$ cat src/rtl/wbi_stage_fifo.sv
// wbi_stage_fifo: two-channel staging buffer for the Wishbone daisy-chain
// valid/ready interconnect. The command channel carries previous -> next,
// the response channel next -> previous. Each channel is an independent
// circular FIFO with a registered input ready.
// Optional feature macro: WBI_STAGE_BYPASS_EN (0-cycle pass-through when empty).

module wbi_stage_chan #(
  parameter int W     = 8,
  parameter int DEPTH = 4
) (
  input  logic                     mclk,
  input  logic                     reset_n,
  input  logic                     in_val,
  output logic                     in_rdy,
  input  logic [W-1:0]             in_pkt,
  output logic                     out_val,
  input  logic                     out_rdy,
  output logic [W-1:0]             out_pkt,
  output logic [$clog2(DEPTH):0]   level
);

  localparam int PW = $clog2(DEPTH);
  localparam int LW = PW + 1;
  localparam logic [LW-1:0] FULL = LW'(DEPTH);

  // Storage is never reset; the output gating keeps stale entries invisible.
  logic [W-1:0]    mem [DEPTH];
  logic [PW-1:0]   wr_ptr;
  logic [PW-1:0]   rd_ptr;
  logic [LW-1:0]   level_reg;
  logic [LW-1:0]   level_next;
  logic            in_rdy_reg;
  logic            empty;
  logic            push;
  logic            pop;
  logic            wr_en;
  logic            rd_en;

  assign empty = (level_reg == '0);
  assign push  = in_val && in_rdy_reg;
  assign pop   = out_val && out_rdy;

`ifdef WBI_STAGE_BYPASS_EN
  // A packet consumed straight through an empty FIFO is never written.
  assign wr_en = push && !(empty && out_rdy);
`else
  assign wr_en = push;
`endif
  assign rd_en = pop && !empty;

  // Output mux: FIFO head when occupied, bypassed input or zeros otherwise.
  always_comb begin
    out_val = 1'b0;
    out_pkt = '0;
    if (!empty) begin
      out_val = 1'b1;
      out_pkt = mem[rd_ptr];
    end
`ifdef WBI_STAGE_BYPASS_EN
    else if (in_val) begin
      out_val = 1'b1;
      out_pkt = in_pkt;
    end
`endif
  end

  // Occupancy after this cycle's write/read.
  always_comb begin
    level_next = level_reg;
    case ({wr_en, rd_en})
      2'b10:   level_next = level_reg + LW'(1);
      2'b01:   level_next = level_reg - LW'(1);
      default: level_next = level_reg;
    endcase
  end

  // Pointer, level and registered-ready state; ready looks only at next level.
  always_ff @(posedge mclk or negedge reset_n) begin
    if (!reset_n) begin
      wr_ptr     <= '0;
      rd_ptr     <= '0;
      level_reg  <= '0;
      in_rdy_reg <= 1'b1;
    end else begin
      if (wr_en) wr_ptr <= wr_ptr + PW'(1);
      if (rd_en) rd_ptr <= rd_ptr + PW'(1);
      level_reg  <= level_next;
      in_rdy_reg <= (level_next != FULL);
    end
  end

  // Entry write port.
  always_ff @(posedge mclk) begin
    if (wr_en) mem[wr_ptr] <= in_pkt;
  end

  assign in_rdy = in_rdy_reg;
  assign level  = level_reg;

endmodule

module wbi_stage_fifo #(
  parameter int AW        = 32,
  parameter int DW        = 32,
  parameter int BW        = 4,
  parameter int BL        = 10,
  parameter int CMD_DEPTH = 4,
  parameter int RES_DEPTH = 4,
  parameter int CMD_W     = AW + 1 + DW + BW + 4 + BL,
  parameter int RES_W     = DW + 4 + 4
) (
  input  logic                         mclk,
  input  logic                         reset_n,
  input  logic                         wbp_cmd_wval_i,
  output logic                         wbp_cmd_wrdy_o,
  input  logic [CMD_W-1:0]             wbp_cmd_pkt_i,
  output logic                         wbd_cmd_wval_o,
  input  logic                         wbd_cmd_wrdy_i,
  output logic [CMD_W-1:0]             wbd_cmd_pkt_o,
  input  logic                         wbd_res_rval_i,
  output logic                         wbd_res_rrdy_o,
  input  logic [RES_W-1:0]             wbd_res_pkt_i,
  output logic                         wbp_res_rval_o,
  input  logic                         wbp_res_rrdy_i,
  output logic [RES_W-1:0]             wbp_res_pkt_o,
  output logic [$clog2(CMD_DEPTH):0]   cmd_level_o,
  output logic [$clog2(RES_DEPTH):0]   res_level_o
);

  wbi_stage_chan #(.W(CMD_W), .DEPTH(CMD_DEPTH)) u_cmd (
    .mclk    (mclk),
    .reset_n (reset_n),
    .in_val  (wbp_cmd_wval_i),
    .in_rdy  (wbp_cmd_wrdy_o),
    .in_pkt  (wbp_cmd_pkt_i),
    .out_val (wbd_cmd_wval_o),
    .out_rdy (wbd_cmd_wrdy_i),
    .out_pkt (wbd_cmd_pkt_o),
    .level   (cmd_level_o)
  );

  wbi_stage_chan #(.W(RES_W), .DEPTH(RES_DEPTH)) u_res (
    .mclk    (mclk),
    .reset_n (reset_n),
    .in_val  (wbd_res_rval_i),
    .in_rdy  (wbd_res_rrdy_o),
    .in_pkt  (wbd_res_pkt_i),
    .out_val (wbp_res_rval_o),
    .out_rdy (wbp_res_rrdy_i),
    .out_pkt (wbp_res_pkt_o),
    .level   (res_level_o)
  );

endmodule

$ cat config.mk
export PLATFORM = sky130hd
export DESIGN_NAME = wbi_stage_fifo
export DESIGN_NICKNAME = d
export VERILOG_FILES = /design/src/rtl/wbi_stage_fifo.sv
export SDC_FILE = /design/constraint.sdc
export NUM_CORES = 1
export LEC_CHECK = 0
export CAP_MARGIN = 25
export CORE_MARGIN = 8
export CORE_UTILIZATION = 35
export CTS_BUF_LIST = sky130_fd_sc_hd__clkbuf_8 sky130_fd_sc_hd__clkbuf_16
export DETAILED_ROUTE_END_ITERATION = 12
export SLEW_MARGIN = 20
export SYNTH_ARGS = -nofsm -noshare
export SYNTH_HDL_FRONTEND = slang
export SYNTH_SLANG_ARGS = --single-unit
$ cat constraint.sdc
create_clock -name mclk -period 5.55 [get_ports mclk]
set_input_delay 0.555 -clock mclk [delete_from_list [all_inputs] [get_ports mclk]]
set_output_delay 0.555 -clock mclk [all_outputs]
set_load 0.01 [all_outputs]
==> reports/qor.csv <==
metric;value;unit
status;completed;
place_area;0.0230;sq mm
layout-drive-gt1-share;20.1;%
drc;0;
drt_first_pass_iters;4;
grt_pass1_wl;64200;microns
synth_xor_xnor_area_share;0.449;%
yosysWarnings;0;
cp-start-kind;flop;
power.switching;4.04;mW
ys_seq_area_share;77.8;%
design_area;0.0248;sq mm
syn_nets;1001;
start_util;35.4;%
antenna_found_initial;10;
timing.rr.start;u_cmd.level[0];
htree_levels;2;
sw_frac_of_total;29.2;%
max_freq;0.267;GHz
final-max-slew-violation-count;0;
synth-simple-area-share;4.61;%
cts.sinks;508;
cts_setup_buffers;0;
pwr-share-comb;36.6;%
setup-tns-final;0;ns
groute.usage.overall;13.3;%
slowest_stage;dfrtp_2;
hold_viol_final;0;
ioPinCount;262;
place_hpwl;26700;microns
detail-route-antenna-nets;0;
port_buffers;261;
drtIter0Drc;624;
min_path_type;in -> async;
worst_ir_drop_vdd;310;uV
netlist_area;0.0195;sq mm
core;0.0551;sq mm
cp_num_buf_inv;2;
cts_tree;built;
rows;86;
intPower;9.78;mW
synth-seq-cells;508;
critPathMaxFanout;23;
grt_start_max_net_pins;48;
cp_top_family;buffers and inverters;
crit_type;reg -> out;
cts_inserted_buffers;54;
cts.repair.resized;0;
r2r_slack;2.45;ns
route.vias.total;9295;
r2r-end;u_cmd.in_rdy;
clock_power_share;25.0;%
route.detailed.wl_per_inst;22.0;microns
synth_compound_area_share;0.160;%
fill_cells;4782;
largest_register_ffs;332;
fin_worst_skew;0.0155;ns
die_x;252;microns
multiInputGateArea;0.00401;sq mm
fp.dieH;252;microns
clk_pin_slew_worst_paths;0.06;ns
seq_area;0.0152;sq mm
setup_viol;0;
overflow;0;
wl;42900;microns
syn_area_per_cell;22.7;sq um
cts_root_buffer;clkbuf_16;
area_growth;27.0;%
cp.required;4.99;ns
leakage;8.06;nW
path_cells;buf_4 > mux4_2 > and2_1 > clkdlybuf4s50_1;
vias_per_cell;4.76;
synth_cell_type_count;29;
reg2regPathDepth;9;
dieArea;0.0635;sq mm
nets;1295;
synth_fa_ha_area_share;0.847;%
worst_pin_slew;0.859;ns
maxSlewHeadroom;42.5;%
arrival;3.19;ns
fin_crit_sh;67.5;%
top_regs;u_cmd.mem (332), u_res.mem (160);
max_cap_violations;0;
cts_buffer_depth;3;
rsz0062_at_grt;no;
synth_top_family_by_area;multiplexers;
grt_pass1_vias;10100;
p_seq_share;38.5;%
synth_cells;860;
fin_crit;3.75;ns
ctsHoldBuffers;0;
routabilityCongestion;0.700;
muxShareOfSynthArea;14.4;%
top_register;u_cmd.mem;
pwr_density_cell;558;mW/mm^2
worstSkewPairLatency;0.59;ns
endpoint_kind;primary output;
max_stage_delay;0.86;ns
how the worst max path moves through the flow:
stage	end	slack, ns	depth (start not counted)	startpoint
2_1_floorplan	u_cmd.mem[2][0]	2.51	3	u_cmd.wr_ptr[0]
3_3_place_gp	wbp_res_pkt_o[11]	2.31	4	u_res.rd_ptr[0]
3_5_place_dp	wbp_res_pkt_o[31]	2.31	4	u_res.rd_ptr[0]
4_1_cts	wbp_res_pkt_o[31]	1.66	4	u_res.rd_ptr[0]
5_1_grt	wbp_res_pkt_o[31]	1.56	4	u_res.rd_ptr[0]
6_report	wbp_res_pkt_o[31]	1.80	4	u_res.rd_ptr[0]
synthesized netlist by cell type:
master | count | area share, %
mux2i_1 | 1 | 0.051
clkbuf_1 | 17 | 0.33
dfrtp_1 | 14 | 1.8
nor3_1 | 1 | 0.026
nor2_1 | 1 | 0.019
a211o_1 | 1 | 0.045
buf_4 | 6 | 0.23
o21ai_0 | 3 | 0.077
o21a_1 | 1 | 0.039
xor2_1 | 4 | 0.18
mux2_2 | 2 | 0.12
buf_1 | 1 | 0.019
mux4_2 | 123 | 14
buf_12 | 6 | 0.62
inv_1 | 10 | 0.19
edfxtp_1 | 492 | 76
nand2_1 | 4 | 0.077
fa_1 | 2 | 0.21
or2_2 | 1 | 0.032
and2_1 | 125 | 4.0
buf_2 | 12 | 0.31
and3_1 | 8 | 0.26
xnor2_1 | 6 | 0.27
dfstp_2 | 2 | 0.27
nor3b_1 | 1 | 0.039
or3_1 | 3 | 0.096
buf_6 | 1 | 0.058
nand3_1 | 2 | 0.051
ha_1 | 10 | 0.64
cells by family (layout without fill, tap and decap cells):
group                    count (synthesis)  in the layout
AO/OA/AOI/OAI                            5              5
AND/OR/NAND/NOR                        146            146
buffers and inverters                   53            390
XOR/XNOR                                10             10
multiplexers                           126            126
flip-flops                             508            508
other                                    0              6
adder cells (fa/ha/maj)                 12             12
stage by stage:
stage / instances / hold WS, ns / setup slack (ns) / total power, mW / utilization, %
detailed placement: 1845 / 0.535 / 2.31 / 10.6 / 41.8
finish: 1951 / 0.461 / 1.80 / 13.8 / 45.0
floorplan: 860 / 0.259 / 2.51 / 8.16 / -
global route: 1945 / 0.499 / 1.56 / 14.5 / 44.9
global placement: 1840 / 0.520 / 2.31 / 10.5 / 41.6
CTS: 1944 / 0.443 / 1.66 / 14.1 / 44.9
cell type report:
class | count | area share, %
Clock buffer | 54 | 5.46
Timing Repair Buffer | 281 | 11.6
Inverter | 10 | 0.152
Sequential cell | 508 | 61.3
Clock inverter | 45 | 1.48
Multi-Input combinational cell | 299 | 16.2
Tap cell | 748 | 3.78
Antenna cell | 6 | 0.0606
power by group through the flow:
stage / combinational [mW] / clock [mW] / sequential (mW)
CTS: 5.16 / 3.56 / 5.38
global route: 5.45 / 3.69 / 5.39
finish: 5.05 / 3.45 / 5.31
floorplan: 2.89 / 0 / 5.27
detailed placement: 5.14 / 0 / 5.45
global placement: 4.99 / 0 / 5.51
metal layers:
layer	share of wire, %	GRT usage [%]	up-vias
met1	43	17.4	4815
met3	8.3	4.40	74
li1	-	-	4098
met2	47	21.1	298
met4	2.0	3.62	10
met5	0.14	0	-
cell usage in the layout (no fill, tap or decap), drive strengths merged, types with 2 or more instances in the layout:
cell type	count
and2	125
and3	8
buf	20
bufinv	5
clkbuf	54
clkdlybuf4s50	261
clkinv	24
clkinvlp	2
dfrtp	14
dfstp	2
diode	6
edfxtp	492
fa	2
ha	10
inv	24
mux2	2
mux4	123
nand2	4
nand3	2
o21ai	3
or3	3
xnor2	6
xor2	4
(Power assumes the default switching activity.)
